$ cat src/rtl/clk_sync_pkg.sv
// rtl/clk_sync_pkg.sv - shared state encoding and sizing helper for the clk_sync stretcher
package clk_sync_pkg;

    typedef logic [1:0] state_t;

    localparam state_t ST_IDLE = 2'd0;
    localparam state_t ST_HOLD = 2'd1;
    localparam state_t ST_GAP  = 2'd2;

    // Width of a down-counter that must hold the larger of the two phase lengths.
    function automatic int tmr_width(input int hold_cycles, input int gap_cycles);
        int m;
        m = (hold_cycles > gap_cycles) ? hold_cycles : gap_cycles;
        return $clog2(m + 1);
    endfunction

endpackage

$ cat src/rtl/clk_sync_satcnt.sv
// rtl/clk_sync_satcnt.sv - up/down counter that saturates at all-ones and floors at zero
//
// Ports:
//   clk, rst_n   clock, asynchronous active-low reset
//   inc          count up by one (ignored at saturation)
//   dec          count down by one (ignored at zero)
//   cnt          current count
//   sat          count is at its maximum value
//   drop         an increment was discarded this cycle because of saturation
module clk_sync_satcnt #(
    parameter int W = 4
) (
    input  logic         clk,
    input  logic         rst_n,
    input  logic         inc,
    input  logic         dec,
    output logic [W-1:0] cnt,
    output logic         sat,
    output logic         drop
);

    assign sat  = (cnt == {W{1'b1}});
    // inc and dec together cancel, so only a lone inc can be lost.
    assign drop = inc & ~dec & sat;

    always_ff @(posedge clk or negedge rst_n) begin
        if (!rst_n) begin
            cnt <= '0;
        end else if (inc && !dec && !sat) begin
            cnt <= cnt + W'(1);
        end else if (dec && !inc && (cnt != '0)) begin
            cnt <= cnt - W'(1);
        end
    end

endmodule

$ cat src/rtl/clk_sync_stretch.sv
// rtl/clk_sync_stretch.sv - stretches single-cycle events into timed level pulses for clk_sync
//
// Optional feature macro: CLK_SYNC_STRETCH_ACK_EN (adds ack_i, 4-phase handshake on top of timers)
//
// Ports:
//   clk        source clock
//   rst_n      asynchronous active-low reset
//   evt_i      one-cycle event strobe, any rate
//   ovf_clr_i  clears sticky ovf_o (a same-cycle overflow wins)
//   ack_i      (ACK_EN only) lvl_o echoed back from the destination domain
//   lvl_o      registered stretched level, drives clk_sync.i
//   pend_o     events queued but not yet launched
//   busy_o     FSM is not idle
//   ovf_o      sticky: an event was dropped because pend_o was saturated
module clk_sync_stretch
    import clk_sync_pkg::*;
#(
    parameter int HOLD_CYCLES = 4,
    parameter int GAP_CYCLES  = 4,
    parameter int CNT_W       = 4
) (
    input  logic             clk,
    input  logic             rst_n,
    input  logic             evt_i,
    input  logic             ovf_clr_i,
`ifdef CLK_SYNC_STRETCH_ACK_EN
    input  logic             ack_i,
`endif
    output logic             lvl_o,
    output logic [CNT_W-1:0] pend_o,
    output logic             busy_o,
    output logic             ovf_o
);

    localparam int TW = tmr_width(HOLD_CYCLES, GAP_CYCLES);
    localparam logic [TW-1:0] HOLD_LOAD = TW'(HOLD_CYCLES - 1);
    localparam logic [TW-1:0] GAP_LOAD  = TW'(GAP_CYCLES - 1);

    state_t          state;
    state_t          state_nxt;
    logic [TW-1:0]   tmr;
    logic [TW-1:0]   tmr_nxt;
    logic            lvl_nxt;
    logic            tmr_done;
    logic            hold_exit;
    logic            gap_exit;
    logic            launch;
    logic            pend_sat;
    logic            pend_drop;

    assign tmr_done = (tmr == '0);

`ifdef CLK_SYNC_STRETCH_ACK_EN
    // The timer sets a minimum; the phase is then held until the echo agrees.
    assign hold_exit = tmr_done & ack_i;
    assign gap_exit  = tmr_done & ~ack_i;
`else
    assign hold_exit = tmr_done;
    assign gap_exit  = tmr_done;
`endif

    // A new pulse may start from IDLE or straight out of the final GAP cycle,
    // fed either by this cycle's event or by the queue.
    assign launch = ((state == ST_IDLE) || ((state == ST_GAP) && gap_exit)) &&
                    (evt_i || (pend_o != '0));

    clk_sync_satcnt #(
        .W (CNT_W)
    ) u_pend (
        .clk   (clk),
        .rst_n (rst_n),
        .inc   (evt_i),
        .dec   (launch),
        .cnt   (pend_o),
        .sat   (pend_sat),
        .drop  (pend_drop)
    );

    // State register, phase timer and registered level.
    always_ff @(posedge clk or negedge rst_n) begin
        if (!rst_n) begin
            state <= ST_IDLE;
            tmr   <= '0;
            lvl_o <= 1'b0;
        end else begin
            state <= state_nxt;
            tmr   <= tmr_nxt;
            lvl_o <= lvl_nxt;
        end
    end

    // Next-state logic.
    always_comb begin
        state_nxt = state;
        case (state)
            ST_IDLE: if (launch)    state_nxt = ST_HOLD;
            ST_HOLD: if (hold_exit) state_nxt = ST_GAP;
            ST_GAP: begin
                if (launch)        state_nxt = ST_HOLD;
                else if (gap_exit) state_nxt = ST_IDLE;
            end
            default:               state_nxt = ST_IDLE;
        endcase
    end

    // Outputs and timer: reload on every state entry, otherwise count down to zero and wait.
    always_comb begin
        tmr_nxt = tmr;
        if (state_nxt != state) begin
            case (state_nxt)
                ST_HOLD: tmr_nxt = HOLD_LOAD;
                ST_GAP:  tmr_nxt = GAP_LOAD;
                default: tmr_nxt = '0;
            endcase
        end else if (!tmr_done) begin
            tmr_nxt = tmr - TW'(1);
        end
        lvl_nxt = (state_nxt == ST_HOLD);
        busy_o  = (state != ST_IDLE);
    end

    // Sticky overflow; a drop in the clearing cycle keeps it set.
    always_ff @(posedge clk or negedge rst_n) begin
        if (!rst_n) begin
            ovf_o <= 1'b0;
        end else if (pend_drop) begin
            ovf_o <= 1'b1;
        end else if (ovf_clr_i) begin
            ovf_o <= 1'b0;
        end
    end

    logic unused_ok;
    assign unused_ok = pend_sat;

endmodule

$ cat config.mk
export PLATFORM = sky130hd
export DESIGN_NAME = clk_sync_stretch
export DESIGN_NICKNAME = d
export VERILOG_FILES = /design/src/rtl/clk_sync_pkg.sv /design/src/rtl/clk_sync_satcnt.sv /design/src/rtl/clk_sync_stretch.sv
export SDC_FILE = /design/constraint.sdc
export NUM_CORES = 1
export LEC_CHECK = 0
export BUFFER_PORTS_ARGS = -buffer_cell sky130_fd_sc_hd__buf_2
export CORE_MARGIN = 5
export CORE_UTILIZATION = 48
export DETAILED_ROUTE_END_ITERATION = 12
export GPL_TIMING_DRIVEN = 0
export PLACE_DENSITY = 0.72
export SYNTH_ARGS = -nofsm -noshare
export SYNTH_HDL_FRONTEND = slang
export SYNTH_SLANG_ARGS = --single-unit
$ cat constraint.sdc
create_clock -name clk -period 2.2 [get_ports clk]
set_input_delay 0 -clock clk [delete_from_list [all_inputs] [get_ports clk]]
set_output_delay 0 -clock clk [all_outputs]
set_load 0.03 [all_outputs]
======== Yosys cells after proc, flatten, opt, wreduce, memory -nomap -nowiden ========
Cells that the tools add are included.
word-level totals
  register bits ........................... 11
  input port bits ......................... 4
  word-level logic and storage cells ...... 48
cells by class
  add/sub/neg operators ................... 3
  equal/unequal tests ..................... 7
  mux-type cells .......................... 12
  bitwise logic cells ..................... 3
  reduce and logical (&&, ||, !) cells .... 18
operators by type and width
  cell                 number
  $mux 2               5
  $mux 4               2
  $logic_and 1x1->1    6
  $mux 3               2
  $pmux 2 s3           1
  $reduce_bool 2->1    3
  $add 4x1->4 const B  1
  $eq 2x1->1 const B   2
  $eq 2x2->1 const B   2
  $eq 4x4->1 const B   1
  $reduce_bool 4->1    1
  $sub 4x1->4 const B  1
  $logic_not 1->1      3
  $logic_not 3->1      1
  $sub 3x1->3 const B  1
  $and 1x1->1          2
  $logic_not 2->1      1
  $logic_or 1x1->1     2
  $mux 1               2
  $ne 2x1->1 const B   1
  $ne 2x2->1           1
  $reduce_or 2->1      1
  $not 1->1            1

======== Logic depth before layout (Yosys ltp) ========
Gate-level depths: netlist (run 1).
  depth after elaboration ................. 10
  depth in mapped cells ................... 11
  depth with buffers taken out ............ 11

======== Modules after synthesis ========
From an unflattened synthesis (run 1), not the netlist that was laid out.
second synthesis, totals
  cell total of the unflattened synthesis .. 72
  area total of the unflattened synthesis .. 740.7 um^2
by module, submodules not included
  module            times used  cells each  area an instance (um^2)
  clk_sync_stretch  1           48          447.9
  clk_sync_satcnt   1           24          292.8

======== Worst setup path after synthesis (run 1) ========
OpenSTA, ideal clock, no wires.
  kind .................................... register to register
  start point ............................. reg u_pend.cnt[1]
  end point ............................... reg tmr[0]
  library setup time ...................... 0.067 ns
  arrival ................................. 2.191 ns
  path slack .............................. -0.058 ns
  cell stages (with the launch flop) ...... 9
  period minus slack after synthesis ...... 2.258 ns
  cells stage by stage .................... dfrtp_1 -> nor4_2 -> and2b_1 -> buf_6 -> a21oi_1 -> ha_1 -> or3_1 -> a31oi_1 -> a311o_1
on the way
  longest elaborated chain between the ends .. 9
  elaborated cells on any way between the ends .. 13
  those cells by class .................... eq/ne (4); mux (5); reduce/logical (4)
RTL lines
  what                                             line                                            RTL
  start, declared                                  clk_sync_satcnt.sv:17                           output logic [W-1:0] cnt,
  start signal, assigned                           clk_sync_satcnt.sv:30                           cnt <= cnt + W'(1);
  start signal, assigned                           clk_sync_satcnt.sv:32                           cnt <= cnt - W'(1);
  $reduce_bool 4->1 *                              clk_sync_stretch.sv:65                          (evt_i || (pend_o != '0));
  $logic_or 1x1->1 *                               clk_sync_stretch.sv:65
  $logic_and 1x1->1 *                              clk_sync_stretch.sv:64                          assign launch = ((state == ST_IDLE) || ((state == ST_GAP) && gap_exit)) &&
  $mux 2, on equally long branches                 clk_sync_stretch.sv:99, clk_sync_stretch.sv:96
  $pmux 2 s3 *                                     clk_sync_stretch.sv:95                          case (state)
  net state_nxt[0]                                 clk_sync_stretch.sv:40                          state_t state_nxt;
  $eq 2x1->1 / $eq 2x2->1 (equally long branches)  clk_sync_stretch.sv:110                         case (state_nxt)
  $reduce_or 2->1 (no source line)                 -
  $mux 2                                           clk_sync_stretch.sv:110
  $mux 3                                           clk_sync_stretch.sv:109                         if (state_nxt != state) begin
  end signal, assigned                             clk_sync_stretch.sv:87                          tmr <= tmr_nxt;
  end, declared                                    clk_sync_stretch.sv:41                          logic [TW-1:0] tmr;
Mark *: on every way through the listed nets, which the timed path passes. The rest lies on a longest branch.
A chain may end at the register's enable or synchronous reset.

======== Final worst setup path (run 1) ========
  start point ............................. reg tmr[0]
  end point ............................... reg u_pend.cnt[3]
on the way
  longest elaborated chain between the ends .. 8
  elaborated cells on any way between the ends .. 11
  those cells by class .................... mux (1); reduce/logical (10)
RTL lines
  what                                                line                    RTL
  $logic_not 3->1 *                                   clk_sync_stretch.sv:51  assign tmr_done = (tmr == '0);
  $logic_and 1x1->1 *                                 clk_sync_stretch.sv:64
  $logic_or 1x1->1 *                                  clk_sync_stretch.sv:64
  $logic_and 1x1->1 *                                 clk_sync_stretch.sv:64
  $logic_not 1->1                                     clk_sync_satcnt.sv:29   end else if (inc && !dec && !sat) begin
  $logic_and 1x1->1 (2 in a row)                      clk_sync_satcnt.sv:29
  $mux 4 / $reduce_bool 2->1 (equally long branches)  -
Every way passes the cells marked *; elsewhere a longest branch is shown, timed or not.

==> metrics.sh, run 1 <==
CORE_AREA_MM2=0.00145
DIE_AREA_MM2=0.00236
CRITICAL_PATH.MOST_COMMON_CELL='ha_4'
RELSLEWSLACK_PCT=77.1
TIMING.RR.START='tmr[0]'
SYN_INST=75
MAX_CAPACITANCE_VIOLATION_COUNT=0
INSERTEDDIODECOUNT=0
SYN-CELL-AREA_UM2=713
SETUP_TNS_NS=-0.0526
CTS.SINK_COUNT=11
NUMBER_OF_ANTENNA_VIOLATIONS_AT_THE_FIRST_CHECK_IN_GLOBAL_ROUTING=0
CLKTRANSATPATHREGS_NS=0.07
DIE_Y_UM=48.5
SIMPLE_GATE_PORTION_OF_THE_SYNTHESIZED_AREA_PCT=15.8
SYNTH_ADDER_AREA_SHARE_PCT=11.6
CTS_TREE='yes'
SETUP.WORST_PATH.START_CLASS='register'
VIAS_PER_CELL=5.52
TIMING_WORST_SLEW_PIN_VALUE_NS=0.340
DP_HPWL_UM=1100
NUMBER_OF_ROWS_IN_THE_CORE_AREA=14
CTS_MADE_BUFFERS=3
SYNTH_XOR_XNOR_AREA_SHARE_PCT=3.68
R2R-END='u_pend.cnt[3]'
REGISTER_AREA_UM2=278
SYN-MEAN-INSTANCE-AREA_UM2=9.51
FF2FF_SETUP_SLACK_NS=-0.05
ROUTED-VIA-COUNT=668
MULTIINPUTGATEAREA_UM2=478
SYNTH_CELL_TYPE_COUNT=35
VIOLATIONS='negative setup slack'
CLOCK_TREE.ROOT_CELL='clkbuf_4'
SYNTH_SEQ_AREA_SHARE_PCT=38.6
COMBINATIONAL_FAMILY_WITH_THE_MOST_AREA_AFTER_SYNTHESIS='compound AO/OA/AOI/OAI gates'
MINIMUM_PERIOD_IMPLIED_BY_THE_FINAL_WORST_SETUP_SLACK_NS=2.25
DRC=0
PART_OF_THE_CYCLE_THE_WORST_PATH_NEEDS_PCT=102
RSZ_0062_RAISED_AFTER_GLOBAL_ROUTING='true'
GR-USAGE-ALL-LAYERS_PCT=15.1
DRT_ITER0_MARKERS=21
DIE_WIDTH_UM=48.5
SKEW_NS=0.00224
IOS=11
AREA_GROWTH_SYN_TO_LAYOUT_PCT=44.9
FINAL.SETUP.WORST_SLACK_NS=-0.0526
ANT_NETS=0
FINAL_HOLD_VIOL_COUNT=0
SETUP_VIOLATIONS=1
TIMING.FINAL.MAX_SLEW_VIOLATIONS=0
HTREE_NUM_LEVELS=1
POWER.LEAKAGE_nW=0.483
CLOCK_LATENCY_NS=0.27
CELLS_ON_WORST_REG2REG_PATH=11
ROUTED_WL_UM=1900
IR_WORST_VDD_V=0.00113
DESIGN_POWER_TOTAL_mW=1.87
FINAL_LAYOUT_SIZE_SUFFIX_GT1_SHARE_PCT=45.7
ROUTEDWLPERCELL_UM=15.7
TIMING.CRITICAL_PATH.SLOWEST_CELL_DELAY_NS=0.41
GRT_PASS1_VIAS=639
WORSTSETUPSTARTPOINT='tmr[0]'
IO_BUFFERS=10
PWR_DENSITY_CELL_mW_PER_MM2=1810
SYNTHESIS.NETS=85
NUM-FILL-CELLS=105
LARGEST_NET_DEGREE_AT_THE_START_OF_GLOBAL_ROUTING=12
SYNTH_AREA_IN_COMPOUND_GATES_PCT=18.6
PLACE_CONGESTION=0.740
CRITICAL_PATH_CELL_BY_CELL='inv_2, ha_4, nand2b_4, a21o_1, and3_4, inv_4, ha_4, a21o_4, a21oi_4, mux2i_2, xnor2_1'
TIMING.HOLD.WORST.CLASS='in -> async'
SYNTH-SEQ-CELLS=11
TYPE_OF_THE_SETUP_PATH_WITH_THE_LEAST_SLACK='reg -> reg'
WIRE_LENGTH_OF_THE_FIRST_GLOBAL_ROUTING_PASS_UM=2790
FINISH.NET_COUNT=116
FMAX_GHz=0.444
LAYOUT_COMMON_CELLS='13 x buf_4, 11 x buf_2, 9 x dfrtp_1, 5 x inv_1, 5 x a21oi_1'
INITIAL_DRT_PASS_ITERATIONS=4
CRITPATHCAPTURETYPE='register'
MOSTFREQUENTLAYOUTCELL='buf_4'
CP_ENDPOINT='u_pend.cnt[3]'
CRITICAL_PATH_ARRIVAL_NS=2.43
YS.WARNINGS.COUNT=0
POST_SYNTH_MUX_AREA_SHARE_PCT=4.56
CLOCK_PATH_BUFFERS=2
INITIAL_CORE_UTIL_PCT=49.1
CP_DATA_REQUIRED_TIME_NS=2.38
TIMING.CRITICAL_PATH.FANOUT_MAX=4
RUN_STATUS='complete, but fails checks'
TOTAL_GRT_OVERFLOW=0
CRIT_SLOWEST_CELL='dfrtp_1'
[synth_stat cells, drive strengths merged]
master,number,area (um2)
nor2,3,11.3
fa,1,20.0
nor4,1,12.5
mux2i,1,10.0
nand4,2,12.5
nor3,1,5.00
buf,2,16.3
and2b,1,7.51
inv,8,30.0
or2,1,6.26
nor2b,1,6.26
xnor2,2,17.5
nand3,2,10.0
a221oi,1,8.76
o221ai,1,8.76
dfrtp,11,275
nand2b,1,6.26
a311o,1,10.0
a21oi,7,35.0
nor3b,1,7.51
clkbuf,1,5.00
xor2,1,8.76
and3,1,6.26
mux2,2,22.5
ha,5,62.6
a21o,2,16.3
o22ai,1,6.26
nand2,4,15.0
o21a,2,15.0
or3,1,6.26
o21ai,4,20.0
a31oi,2,12.5
[power breakdown]
group	internal [mW]	switching, mW	total, mW
Clock	0.0703	0.0732	0.144
Sequential	0.304	0.0997	0.403
Combinational	0.635	0.686	1.32
[worst max-delay path, delay by kind of cell, from the launching register on]
kind            cells  cell delay [ns]
mux                 1             0.27
simple gates        2             0.24
buf+inv             2             0.18
xor+xnor            1             0.18
fa+ha+maj           2             0.35
flops               1             0.41
compound gates      3             0.53
[per-stage QoR]
stage          util (%)  instances  hold slack (ns)  cell area (um2)  setup slack [ns]
2_1_floorplan         -         75           -0.296              727           0.00899
3_3_place_gp       54.8        101           -0.116              797            -0.161
3_5_place_dp       54.8        101           -0.117              797            -0.230
4_1_cts            63.6        113            0.130              925           0.00343
5_1_grt            71.1        121            0.144             1030           -0.0960
6_report           71.1        121            0.119             1030           -0.0526
[flip-flops by register name, indices dropped and copies added (netlist names)]
signal      count
tmr             3
u_pend.cnt      4
ovf_o           1
state           2
lvl_o           1
[worst min path at each step]
stage	to	slack, ns	cells after the start
6_report	u_pend.cnt[1]	0.12	2
5_1_grt	u_pend.cnt[1]	0.14	2
4_1_cts	u_pend.cnt[1]	0.13	2
3_5_place_dp	state[0]	-0.12	1
3_3_place_gp	state[1]	-0.12	1
2_1_floorplan	lvl_o	-0.30	0
[logic make-up after synthesis]
logic type | Yosys count
AO/OA/AOI/OAI | 21
AND/OR/NAND/NOR | 20
buffers and inverters | 11
flip-flops | 11
adder cells (fa/ha/maj) | 6
XOR/XNOR | 3
multiplexers | 3
[timing repair]
item,in CTS,in global routing
pin swaps,3,11
hold endpoints to repair,13,0
setup endpoints to repair,4,3
hold buffers,3,0
resized for setup,8,9
buffers inserted,5,8
[metal layers]
layer / global-route usage (%) / routed length, um / share of wire, %
met1: 18.2 / 786 / 41
met2: 23.7 / 950 / 50
met3: 3.68 / 104 / 5.5
met4: 9.42 / 55 / 2.9
met5: 0 / 0 / 0
[layout make-up]
class                   count  area share [%]
flip-flops and latches     11            26.9
well taps                  16            1.94
multi-input cells          53            46.2
clock buffers               4            2.54
inverters                   8            3.15
plain buffers               3            2.06
repair buffers             26            17.2
Power figures use the tool's default switching activity.
==> run 2: changes to the inputs <==
--- a/config.mk
+++ b/config.mk
@@ -8,9 +8,11 @@
 export BUFFER_PORTS_ARGS = -buffer_cell sky130_fd_sc_hd__buf_2
 export CORE_MARGIN = 5
 export CORE_UTILIZATION = 48
+export CTS_BUF_LIST = sky130_fd_sc_hd__clkbuf_16
 export DETAILED_ROUTE_END_ITERATION = 12
 export GPL_TIMING_DRIVEN = 0
 export PLACE_DENSITY = 0.72
+export SETUP_SLACK_MARGIN = 0.02
 export SYNTH_ARGS = -nofsm -noshare
 export SYNTH_HDL_FRONTEND = slang
 export SYNTH_SLANG_ARGS = --single-unit
==> run 2 against run 1 <==
The flow now finishes without violations; largest cell class unchanged; fmax grew 5.0%; critical path depth did not move; via count is 1.8% lower; sequential cell count is the same.
==> metrics.sh, run 2 (synthesis results as in run 1) <==
TOTAL_GRT_OVERFLOW=0  # unchanged
DP_HPWL_UM=1020  # -7.0%
FINAL_LAYOUT_SIZE_SUFFIX_GT1_SHARE_PCT=46.1  # +0.36 points
REGMOSTFLOPS='u_pend.cnt'
AREA_GROWTH_SYN_TO_LAYOUT_PCT=49.5
SKEW_NS=0.00417  # +0.00193 ns
IOS=11  # unchanged
LAYOUT_COMMON_CELLS='11 x buf_2, 11 x buf_4, 8 x dfrtp_1, 6 x inv_1, 5 x a21oi_1'
RUN_STATUS='complete, no violations'
ROUTED_WL_UM=1790  # -5.6%
CRITICAL_PATH.MOST_COMMON_CELL='ha_4'
ANT_NETS=0  # unchanged
TYPE_OF_THE_SETUP_PATH_WITH_THE_LEAST_SLACK='reg -> reg'
GR-USAGE-ALL-LAYERS_PCT=15.6  # +0.54 points
POWER.LEAKAGE_nW=0.494  # +2.3%
POST-PLACE-WS_NS=-0.257  # -0.0270 ns
FINAL_HOLD_VIOL_COUNT=0  # unchanged
TIMING_WORST_SLEW_PIN_VALUE_NS=0.267  # -0.0730 ns
LARGEST_NET_DEGREE_AT_THE_START_OF_GLOBAL_ROUTING=12  # unchanged
CORE_AREA_MM2=0.00145  # unchanged
SETUP_VIOLATIONS=0  # -1
FMAX_GHz=0.466  # +5.0%
MAX_CAPACITANCE_VIOLATION_COUNT=0  # unchanged
INITIAL_CORE_UTIL_PCT=49.1  # unchanged
INSERTEDDIODECOUNT=0  # unchanged
CP_DATA_REQUIRED_TIME_NS=2.35  # -0.03 ns
CTS_MADE_BUFFERS=3  # unchanged
PLACE_CONGESTION=0.820  # +11%
NUMBER_OF_ANTENNA_VIOLATIONS_AT_THE_FIRST_CHECK_IN_GLOBAL_ROUTING=0  # unchanged
PART_OF_THE_CYCLE_THE_WORST_PATH_NEEDS_PCT=97.5  # -4.9 points
CTS_TREE='yes'
TIMING.CRITICAL_PATH.SLOWEST_CELL_DELAY_NS=0.38  # -0.03 ns
CLOCK_PATH_BUFFERS=2  # unchanged
DIE_AREA_MM2=0.00236  # unchanged
DIE_WIDTH_UM=48.5  # unchanged
INITIAL_DRT_PASS_ITERATIONS=4  # unchanged
TIMING.HOLD.WORST.CLASS='in -> reg'
DIE_Y_UM=48.5  # unchanged
CRITICAL_PATH_CELL_BY_CELL='inv_2, ha_4, nand2b_4, a21o_1, and3_4, inv_4, ha_4, a21o_4, a21oi_4, mux2i_1, xnor2_1'
PWR_DENSITY_CELL_mW_PER_MM2=1870  # +3.3%
NUMBER_OF_FLIP_FLOPS_UNDER_THE_LARGEST_REGISTER_NAME=4  # unchanged
DRT_ITER0_MARKERS=12  # -43%
RELSLEWSLACK_PCT=82.0  # +4.9 points
REG_TOP3='u_pend.cnt (4), tmr (3), state (2)'
ROUTEDWLPERCELL_UM=15.2  # -3.2%
TIMING.FINAL.MAX_SLEW_VIOLATIONS=0  # unchanged
SETUP.WORST_PATH.START_CLASS='register'
CRITPATHCAPTURETYPE='register'
RSZ_0062_RAISED_AFTER_GLOBAL_ROUTING='true'
GRT_PASS1_VIAS=675  # +5.6%
WIRE_LENGTH_OF_THE_FIRST_GLOBAL_ROUTING_PASS_UM=3020  # +7.9%
IR_WORST_VDD_V=0.00111  # -2.0%
MINIMUM_PERIOD_IMPLIED_BY_THE_FINAL_WORST_SETUP_SLACK_NS=2.15  # -0.107 ns
SETUP_TNS_NS=0  # +0.0526 ns
CRIT_SLOWEST_CELL='dfrtp_1'
CTS.SINK_COUNT=11  # unchanged
CLOCK_LATENCY_NS=0.24  # -0.03 ns
FINAL.SETUP.WORST_SLACK_NS=0.0548  # +0.107 ns
CRITICAL_PATH_ARRIVAL_NS=2.29  # -0.14 ns
CLKTRANSATPATHREGS_NS=0.04  # -0.03 ns
ROUTED-VIA-COUNT=656  # -1.8%
NUMBER_OF_ROWS_IN_THE_CORE_AREA=14  # unchanged
CLOCK_TREE.ROOT_CELL='clkbuf_16'
FINISH.NET_COUNT=113  # -2.6%
DRC=0  # unchanged
HTREE_NUM_LEVELS=1  # unchanged
VIAS_PER_CELL=5.56  # +0.70%
TIMING.CRITICAL_PATH.FANOUT_MAX=4  # unchanged
IO_BUFFERS=10  # unchanged
[run 2: critical path: cells and delay by family (launching register included)]
kind	cells	cell delay (ns)
fa+ha+maj	2	0.35
buf+inv	2	0.16
simple gates	2	0.24
flops	1	0.38
mux	1	0.23
xor+xnor	1	0.15
compound gates	3	0.55
[run 2: layout make-up]
type                            count  area (um2)
Multi-Input combinational cell     53         482
Fill cell                         106         388
Sequential cell                    11         279
Timing Repair Buffer               23         153
Clock buffer                        3        75.1
Inverter                            8        32.5
Buffer                              3        21.3
Tap cell                           16        20.0
Clock inverter                      1        3.75
[run 2: stage by stage]
step | instances | hold WS, ns | power (mW) | instance area (um2) | util [%]
floorplan | 75 | -0.296 | 1.11 | 736 | -
global placement | 101 | -0.118 | 1.27 | 806 | 55.4
detailed placement | 101 | -0.113 | 1.31 | 806 | 55.4
CTS | 112 | 0.0225 | 1.77 | 968 | 66.6
global route | 118 | 0.0157 | 2.17 | 1070 | 73.3
finish | 118 | 0.00280 | 1.99 | 1070 | 73.3
[run 2: worst paths after layout]
path                        start  depth (start not counted)  slack (ns)       endpoint
min in group asynchronous   rst_n                          2        0.16         tmr[2]
min                         evt_i                          2       0.003  u_pend.cnt[2]
max                        tmr[1]                         11        0.05  u_pend.cnt[3]
max reg2reg                tmr[1]                         11        0.05  u_pend.cnt[3]
max in group asynchronous   rst_n                          2        1.82  u_pend.cnt[1]
min reg2reg                 ovf_o                          2        0.52          ovf_o
[run 2: report_power, final]
group | switching [mW] | total [mW] | internal, mW
clock network | 0.0849 | 0.323 | 0.238
registers | 0.100 | 0.407 | 0.307
logic | 0.653 | 1.26 | 0.607
[run 2: repair_timing]
action	4_1_cts	5_1_grt
hold buffers	2	0
buffers inserted	5	6
setup endpoints to repair	4	3
pin swaps	2	10
endpoints found under the hold margin	12	0
gates resized for setup	6	10
[run 2: routing by layer]
layer	GRT usage [%]	wire length (um)
met5	0	0
met4	5.38	18
met3	3.99	62
met2	25.9	941
met1	19.5	767
